### config.mk
export PLATFORM = sky130hd
export DESIGN_NAME = div_unit
export DESIGN_NICKNAME = d
export VERILOG_FILES = /design/src/rtl/div_unit.sv
export SDC_FILE = /design/constraint.sdc
export NUM_CORES = 1
export LEC_CHECK = 0
export CELL_PAD_IN_SITES_DETAIL_PLACEMENT = 1
export CELL_PAD_IN_SITES_GLOBAL_PLACEMENT = 2
export CORE_MARGIN = 8
export CORE_UTILIZATION = 37
export CTS_CLUSTER_DIAMETER = 120
export DETAILED_ROUTE_END_ITERATION = 10
export HOLD_SLACK_MARGIN = 0.1
export MAX_ROUTING_LAYER = met4
export PLACE_DENSITY = 0.86
export SYNTH_ARGS = -nofsm -noshare
export SYNTH_HDL_FRONTEND = slang
export SYNTH_SLANG_ARGS = --single-unit
### constraint.sdc
create_clock -name clk -period 6 [get_ports clk]
set_input_delay 0.9 -clock clk [delete_from_list [all_inputs] [get_ports clk]]
set_output_delay 0.9 -clock clk [all_outputs]
set_load 0.01 [all_outputs]
### src/rtl/div_unit.sv
// div_unit: iterative restoring radix-2 divider for DIV/DIVU/MOD/MODU, start/busy/done handshake.
// Define DIV_EARLY_OUT_EN to skip the iteration when |a| < |b| (data-dependent latency).
module div_unit #(
  parameter int WIDTH = 32,
  parameter int CNT_W = 6
) (
  input  logic             clk,
  input  logic             rst_n,
  input  logic             start,
  input  logic             op_signed,
  input  logic [WIDTH-1:0] a,
  input  logic [WIDTH-1:0] b,
  input  logic             flush,
  output logic             busy,
  output logic             done,
  output logic [WIDTH-1:0] q,
  output logic [WIDTH-1:0] r,
  output logic             div_zero
);
  typedef enum logic [1:0] {IDLE, CALC, FIX, DONE} state_t;
  state_t state, state_nx;
  logic [WIDTH-1:0] dvd, dvs, rem, amag, bmag, diff;
  logic [WIDTH:0] trial;
  logic [CNT_W-1:0] cnt;
  logic neg_q, neg_r, accept, bz, early, ge;
  assign bz = b == '0;
  // a zero divisor keeps the raw dividend so the remainder comes back as a unchanged
  assign amag = (op_signed && a[WIDTH-1] && !bz) ? -a : a;
  assign bmag = (op_signed && b[WIDTH-1]) ? -b : b;
  assign accept = state == IDLE && start && !flush;
`ifdef DIV_EARLY_OUT_EN
  assign early = !bz && amag < bmag;
`else
  assign early = 1'b0;
`endif
  assign trial = {rem, dvd[WIDTH-1]};
  assign ge = trial >= {1'b0, dvs};
  assign diff = trial[WIDTH-1:0] - dvs;
  always_ff @(posedge clk or negedge rst_n)
    if (!rst_n) state <= IDLE;
    else state <= state_nx;
  always_comb begin
    state_nx = state;
    if (flush && state != IDLE) state_nx = IDLE;
    else
      case (state)
        IDLE: state_nx = accept ? (early ? FIX : CALC) : IDLE;
        CALC: state_nx = cnt == '0 ? FIX : CALC;
        FIX:  state_nx = DONE;
        default: state_nx = IDLE;
      endcase
  end
  always_comb begin
    busy = state != IDLE;
    done = state == DONE;
  end
  always_ff @(posedge clk or negedge rst_n)
    if (!rst_n) begin
      dvd <= '0;
      dvs <= '0;
      rem <= '0;
      cnt <= '0;
      neg_q <= 1'b0;
      neg_r <= 1'b0;
      q <= '0;
      r <= '0;
      div_zero <= 1'b0;
    end else if (accept) begin
      dvd <= early ? '0 : amag;
      rem <= early ? amag : '0;
      dvs <= bmag;
      cnt <= CNT_W'(WIDTH - 1);
      neg_q <= op_signed & (a[WIDTH-1] ^ b[WIDTH-1]);
      neg_r <= op_signed & a[WIDTH-1];
      div_zero <= bz;
    end else if (state == CALC) begin
      rem <= ge ? diff : trial[WIDTH-1:0];
      dvd <= {dvd[WIDTH-2:0], ge};
      cnt <= cnt - 1'b1;
    end else if (state == FIX && !flush) begin
      q <= (neg_q && !div_zero) ? -dvd : dvd;
      r <= (neg_r && !div_zero) ? -rem : rem;
    end
endmodule

; Word level (Yosys, flattened, before mapping)
; Cells that the tools add are included.
; Widths: inputs -> output; s select.
[totals]
ff_bits = 171
inputBits = 69
[classes]
add_sub_neg = 6
n_lt_le_gt_ge = 1
n_eq_ne = 3
mux = 15
bitwise_logic = 5
reduce_logical = 18
[ops]
columns = op, count
row1 = $mux 32, 9
row2 = $neg 32->32, 4
row3 = $ge 33x32->1, 1
row4 = $logic_not 32->1, 1
row5 = $sub 32x32->32, 1
row6 = $mux 6, 2
row7 = $logic_and 1x1->1, 9
row8 = $logic_not 6->1, 1
row9 = $pmux 2 s3, 1
row10 = $sub 6x1->6 const B, 1
row11 = $eq 2x2->1 const B, 2
row12 = $mux 2, 2
row13 = $reduce_bool 2->1, 2
row14 = $logic_not 1->1, 3
row15 = $reduce_and 3->1, 1
row16 = $and 1x1->1, 2
row17 = $eq 2x1->1 const B, 1
row18 = $logic_not 2->1, 1
row19 = $not 1->1, 2
row20 = $mux 1, 1
row21 = $xor 1x1->1, 1

; Logic depth before layout (Yosys ltp)
; Gate-level depths: netlist (run 1).
[logic_depth]
word_depth = 6
mapped_depth = 13

; Least setup slack after synthesis (run 1)
; Ideal clock, no wire load.
[synth_path]
path_type = input port to flip-flop
start = in a[4]
end = reg dvd[31]
arrival_ns = 2.962
setup_slack_ns = 2.956
stages = 9
path_cell_list = or3_4 or4_4 or3_4 or2_4 nor4_4 nand2_2 o31ai_2 a21oi_1 a31oi_1
[synth_via]
elab_chain_len = 3
[synth_lines]
columns = item, line
row1 = start: declaration, 11  ; input logic [WIDTH-1:0] a,
row2 = $neg 32->32, 28  ; assign amag = (op_signed && a[WIDTH-1] && !bz) ? -a : a;
row3 = $mux 32, 28
row4 = $mux 32, 68  ; end else if (accept) begin
row5 = end signal: assignment, 69  ; dvd <= early ? '0 : amag;
row6 = end signal: assignment, 78  ; dvd <= {dvd[WIDTH-2:0], ge};
row7 = end: declaration, 22  ; logic [WIDTH-1:0] dvd, dvs, rem, amag, bmag, diff;
; No other way between the ends.
; A chain may end at the register's enable or synchronous reset.

; Final worst setup path (run 1)
[layout_path]
start = reg dvd[31]
end = reg rem[30]
[layout_via]
elab_chain_len = 4
[layout_lines]
columns = item, line
row1 = $sub 32x32->32 or $ge 33x32->1 (tied branches), "38, 37"
row2 = $mux 32 *, 77  ; rem <= ge ? diff : trial[WIDTH-1:0];
row3 = $mux 32 *, 76  ; end else if (state == CALC) begin
row4 = $mux 32 *, 68
row5 = end signal: assignment, 70  ; rem <= early ? amag : '0;
row6 = end signal: assignment, 77
row7 = end: declaration, 22
; Every way passes the cells marked *; elsewhere a longest branch is shown, timed or not. The select of a mux whose other input is x is not followed.

==> results of run 1 <==
-- state kept, by name, summed over array words and instances, names as in the netlist --
name / count
dvs: 32
neg_r: 1
r: 32
rem: 32
cnt: 6
dvd: 32
div_zero: 1
q: 32
state: 2
neg_q: 1
-- kinds of logic after synthesis --
family / Yosys count / synth area share
mux: 12 / 0.0112
xor+xnor: 148 / 0.117
flops: 171 / 0.387
simple gates: 421 / 0.181
buf+inv: 126 / 0.0433
compound gates: 405 / 0.217
fa+ha+maj: 38 / 0.0437
-- stage by stage --
step	instances	util
after detailed placement	1788	0.432
after CTS	1820	0.451
final	1820	0.451
after floorplan	1321	-
after global placement	1788	0.432
after global routing	1820	0.451
-- cells in the mapped netlist, drive strengths merged, types with 7 or more instances --
cell type | n | area (sq um)
and3 | 13 | 81.3
nor2b | 12 | 75.1
o21ai | 135 | 676
o41ai | 12 | 113
nand3 | 52 | 260
a21o | 17 | 128
mux2i | 9 | 90.1
or3 | 7 | 58.8
nand4 | 9 | 56.3
o31ai | 19 | 148
or4 | 11 | 86.3
xor2 | 79 | 692
nand2 | 101 | 382
nor3 | 24 | 125
inv | 57 | 214
nor2 | 145 | 544
a31oi | 12 | 75.1
xnor2 | 69 | 604
a21oi | 146 | 731
a22oi | 23 | 173
nor4 | 15 | 109
nand2b | 14 | 87.6
buf | 9 | 40.0
clkbuf | 60 | 225
dfrtp | 171 | 4280
ha | 37 | 463
-- metal layers --
| layer | vias up | global-route usage | share of wire |
|---|---|---|---|
| met1 | 4796 | 0.290 | 0.53 |
| met3 | 18 | 0.0300 | 0.031 |
| met5 | - | - | 0 |
| met4 | 0 | 0.0394 | 0.0093 |
| met2 | 164 | 0.289 | 0.43 |
| li1 | 4853 | - | - |
-- how the worst max path moves through the flow --
stage | start | end | slack (ns)
after floorplan | a[4] | dvd[31] | 2.96
after global placement | b[6] | dvd[2] | 2.05
after detailed placement | b[6] | dvd[2] | 1.97
after CTS | dvd[31] | rem[30] | 2.36
after global routing | dvd[31] | rem[30] | 2.00
final | dvd[31] | rem[30] | 2.38
-- power breakdown --
| part | internal, uW | leakage (uW) | switching (uW) |
|---|---|---|---|
| Combinational | 1140 | 0.00314 | 1520 |
| Sequential | 1400 | 0.00208 | 391 |
| Clock | 555 | 0.000278 | 549 |
-- worst reg2reg max path: stages, from the launching register on --
cell and delay [ns]:
dfrtp_1 0.46, inv_1 0.09, ha_1 0.16, inv_1 0.06, fa_1 0.40, a21o_1 0.20, a221oi_2 0.33, o22ai_1 0.22
a311oi_1 0.54, o41ai_1 0.22, a2111oi_2 0.45, xnor2_1 0.13, mux2i_1 0.14, o21ai_1 0.07
-- final cells by class --
class / instances / area [sq um]
clock inverters: 15 / 145
repair buffers: 146 / 1450
fillers: 3549 / 16200
inverters: 57 / 214
flip-flops and latches: 171 / 4280
clock buffers: 17 / 425
well taps: 390 / 488
multi-input cells: 1024 / 6330
==> results.txt, run 1 <==
Largest net degree at the start of global routing = 113
Syn Std Cell Area = 0.0111 sq mm
Cell row count = 63
Ys Warns = 0
Synth Register Bits = 171
Crit path max fanout = 4
Avg WL per Cell = 18.8 um
Post-CTS Resized = 0
Vias per inst = 5.40
CP peak stage delay = 0.54 ns
Root Driver = clkbuf_16
Critical path class = register to register
Final Hold Violating Endpoints = 0
Die Ht = 189 um
Skew final = 0.0143 ns
Syn-to-layout area delta = 20.5%
DIE AREA = 0.0357 sq mm
Number of port buffers = 135
Layout Nets = 1524
Critical Path Start Type = register
Commonest non-fill, non-tap cell in the layout = dfrtp_1
CP endpoint kind = register
Post-CTS setup buffers = 0
Layout cells sized above 1 = 0.0538
TritonCTS clock tree = built
Final WS setup = 2.38 ns
Via count = 9831
Die width = 189 um
Final Max Slew Viols = 0
Slew headroom = 0.241
Reg2Reg Depth = 13
Wirelength, routed = 34200 um
Clock-pin slew on the worst setup and hold paths = 0.08 ns
Ys flop type = dfrtp_1
TritonRoute pass-1 iters = 4
Initial antenna violation count = 0
R2r startpoint = dvd[31]
Tightest Hold Check Type = input pin to asynchronous set/reset pin
Mapped Cells = 1321
Fin Setup TNS = 0 ns
CP Cell Sequence = inv_1 -> ha_1 -> inv_1 -> fa_1 -> a21o_1 -> a221oi_2 -> o22ai_1 -> a311oi_1 -> o41ai_1 -> a2111oi_2 -> xnor2_1 -> mux2i_1 -> o21ai_1
Total Routing Usage GR = 0.199
GRT overflow = 0
# hold bufs at CTS = 0
Mapped Nets = 1428
R2r setup slk = 2.38 ns
WHS = 0.464 ns
Longest Clk Path Bufs = 2
Final GP Congestion = 0.867
IO Count = 136
Tot Pwr = 5560 uW
Cell mode on critical path = inv_1
R2r endpoint = rem[30]
Core area = 0.0296 sq mm
CP top delay family = compound AO/OA/AOI/OAI gates
Min Clock Period, post-route = 3.62 ns
Lkg Pwr = 0.00549 uW
Post-synthesis sequential area ratio = 0.387
Post-DRT Antenna Nets = 0
Crit path arrival time = 3.92 ns
H-tree depth = 4
Clock Sinks = 171
Buffers & Inverters on Critical Path = 2
First-pass GRT wire length = 56200 um
DPL Wire Length = 25900 um
Tcrit/Tclk final = 0.604
DRT iter0 DRCs = 491
Fmax = 276 MHz
Place WS = 1.97 ns
Worst slew pin tran = 1.14 ns
Clk_lat worst skew = 0.44 ns
Design area = 0.0133 sq mm
Diodes inserted = 0
Inserted Clock Buffers = 17
FFs w/ async S/R, synth = 1.00
Final setup fails = 0
CP Depth = 13
Commonest non-fill, non-tap cells in the layout = dfrtp_1, a21oi_1, nor2_1
Vias in the first global route = 10200
Worst Path Required = 6.29 ns
Status = completed
Syn avg cell area = 8.37 sq um
EDFF count, synth = 0
DRC viols = 0
Maxcap violations = 0
Placed cell areas = 0.0128 sq mm
Initial Utilization = 0.374
Slowest-stage cell, CP = a311oi_1
Worst VDD drop = 0.261 mV
RSZ-0062 raised after global routing = false
Distinct cells, synth = 69
Pwr dens = 417 mW/mm^2
Power figures use the tool's default switching activity.
==> run 2, diff against run 1 <==
--- a/config.mk
+++ b/config.mk
@@ -8,12 +8,12 @@
 export CELL_PAD_IN_SITES_DETAIL_PLACEMENT = 1
 export CELL_PAD_IN_SITES_GLOBAL_PLACEMENT = 2
 export CORE_MARGIN = 8
-export CORE_UTILIZATION = 37
+export CORE_UTILIZATION = 34
 export CTS_CLUSTER_DIAMETER = 120
 export DETAILED_ROUTE_END_ITERATION = 10
 export HOLD_SLACK_MARGIN = 0.1
 export MAX_ROUTING_LAYER = met4
-export PLACE_DENSITY = 0.86
+export PLACE_DENSITY = 0.8
 export SYNTH_ARGS = -nofsm -noshare
 export SYNTH_HDL_FRONTEND = slang
 export SYNTH_SLANG_ARGS = --single-unit
==> constraint.sdc (replaced) <==
create_clock -name clk -period 3.76 [get_ports clk]
set_input_delay 0.564 -clock clk [delete_from_list [all_inputs] [get_ports clk]]
set_output_delay 0.564 -clock clk [all_outputs]
set_load 0.01 [all_outputs]
==> results.txt, run 2 (synthesis gave the netlist of run 1 again) <==
Cell row count = 66
Inserted Clock Buffers = 17
Tightest Hold Check Type = input pin to asynchronous set/reset pin
Layout cells sized above 1 = 0.0669
Die Ht = 196 um
Final GP Congestion = 0.892
CP peak stage delay = 0.41 ns
Post-CTS setup buffers = 0
Area of the multi-input gates = 0.00633 sq mm
Largest net degree at the start of global routing = 73
Critical path class = register to register
Tcrit/Tclk final = 0.883
Final Max Slew Viols = 0
Longest Clk Path Bufs = 2
Maxcap violations = 0
Status = completed
Final Hold Violating Endpoints = 0
Root Driver = clkbuf_16
Fin Setup TNS = 0 ns
Via count = 9954
Routed wl met3 = 1380 um
Fmax = 301 MHz
Crit path arrival time = 3.68 ns
Lkg Pwr = 0.00560 uW
Slew headroom = 0.284
Met1 Wirelength = 18100 um
Min Clock Period, post-route = 3.32 ns
Skew final = 0.0126 ns
TritonCTS clock tree = built
Cell mode on critical path = inv_1
GRT overflow = 0
Core area = 0.0323 sq mm
Commonest non-fill, non-tap cells in the layout = dfrtp_1, a21oi_1, nor2_1
Post-DRT Antenna Nets = 0
Layout Nets = 1546
Diodes inserted = 0
Vias per inst = 5.26
Clk_lat worst skew = 0.44 ns
Initial Utilization = 0.343
Wirelength, routed = 35000 um
Worst slew pin tran = 1.07 ns
Worst VDD drop = 0.438 mV
Slowest-stage cell, CP = dfrtp_1
Pwr dens = 656 mW/mm^2
Final setup fails = 0
Syn-to-layout area delta = 22.6%
DRC viols = 0
Total Routing Usage GR = 0.188
DIE AREA = 0.0386 sq mm
Number of port buffers = 135
IO Count = 136
Clock-pin slew on the worst setup and hold paths = 0.07 ns
Initial antenna violation count = 0
First-pass GRT wire length = 56800 um
Crit path max fanout = 3
Commonest non-fill, non-tap cell in the layout = dfrtp_1
Fill cells = 3798
CP Cell Sequence = inv_1 -> ha_1 -> inv_1 -> fa_1 -> a21o_1 -> a221oi_2 -> o22ai_1 -> a311oi_1 -> buf_4 -> o41ai_1 -> a2111oi_2 -> xnor2_1 -> mux2i_1 -> o21ai_1
CP endpoint kind = register
Met2 WL = 15100 um
Non-Filler Instances = 1893
TritonRoute pass-1 iters = 4
DRT iter0 DRCs = 482
Avg WL per Cell = 18.5 um
Reg2Reg Depth = 14
Register area = 0.00428 sq mm
Placed cells = 1862
Vias in the first global route = 10100
RSZ-0062 raised after global routing = false
DPL Wire Length = 27200 um
DR top layer = met4
Die width = 196 um
H-tree depth = 4
Core Util, Final = 0.420
Worst Path Required = 4.12 ns
Critical Path Start Type = register
# hold bufs at CTS = 0
Clock Sinks = 171
Post-CTS Resized = 0
[run 2: cell count changes in the layout (fill, tap and decap cells not counted), moves of 2 or more]
cell | before | now
inv_8 | 5 | 1
clkinv_4 | 1 | 3
buf_4 | 10 | 29
buf_12 | 1 | 4
[run 2: layer usage]
| layer | GRT usage | vias up |
|---|---|---|
| met3 | 0.0211 | 26 |
| met1 | 0.273 | 4866 |
| met5 | - | - |
| li1 | - | 4895 |
| met2 | 0.275 | 167 |
| met4 | 0.0469 | 0 |
[run 2: area by class of cell]
cell class                      count  share of cell area
Timing Repair Buffer              168               0.122
Clock buffer                       18              0.0316
Tap cell                          442              0.0408
Multi-Input combinational cell   1024               0.467
Clock inverter                     13             0.00802
Sequential cell                   171               0.315
Inverter                           57              0.0158
[run 2: final timing paths]
kind,slack (ns),end,from
setup reg to reg,0.44,rem[30],dvd[31]
hold / removal,0.12,dvd[19],rst_n
hold reg to reg,0.48,dvs[18],dvs[18]
setup / recovery,0.44,rem[30],dvd[31]
max in group asynchronous,2.76,dvd[12],rst_n
min in group clk,0.48,dvs[18],dvs[18]
[run 2: per-stage QoR]
| stage | hold slack, ns | instance area (sq um) | setup slack (ns) | total power (uW) |
|---|---|---|---|---|
| 2_1_floorplan | 0.268 | 11100 | 0.797 | 5770 |
| 6_report | 0.116 | 13600 | 0.440 | 8900 |
| 5_1_grt | 0.163 | 13600 | 0.111 | 9640 |
| 3_5_place_dp | 0.471 | 13000 | 0.202 | 7250 |
| 3_3_place_gp | 0.462 | 13000 | 0.317 | 7160 |
| 4_1_cts | 0.139 | 13600 | 0.402 | 8970 |
[run 2: critical path: cells and delay by family (launching register included)]
family / cells / cell delay (ns)
AOI/OAI and AO/OA: 7 / 1.71
xor gates and xnor gates: 1 / 0.16
adders and majority gates: 2 / 0.57
buffers and inverters: 3 / 0.30
DFF: 1 / 0.41
muxes: 1 / 0.09
[run 2: power breakdown]
part           internal (uW)  switching, uW  leakage [uW]
combinational           1930           2480       0.00326
clock                    859            817      0.000256
sequential              2230            577       0.00208
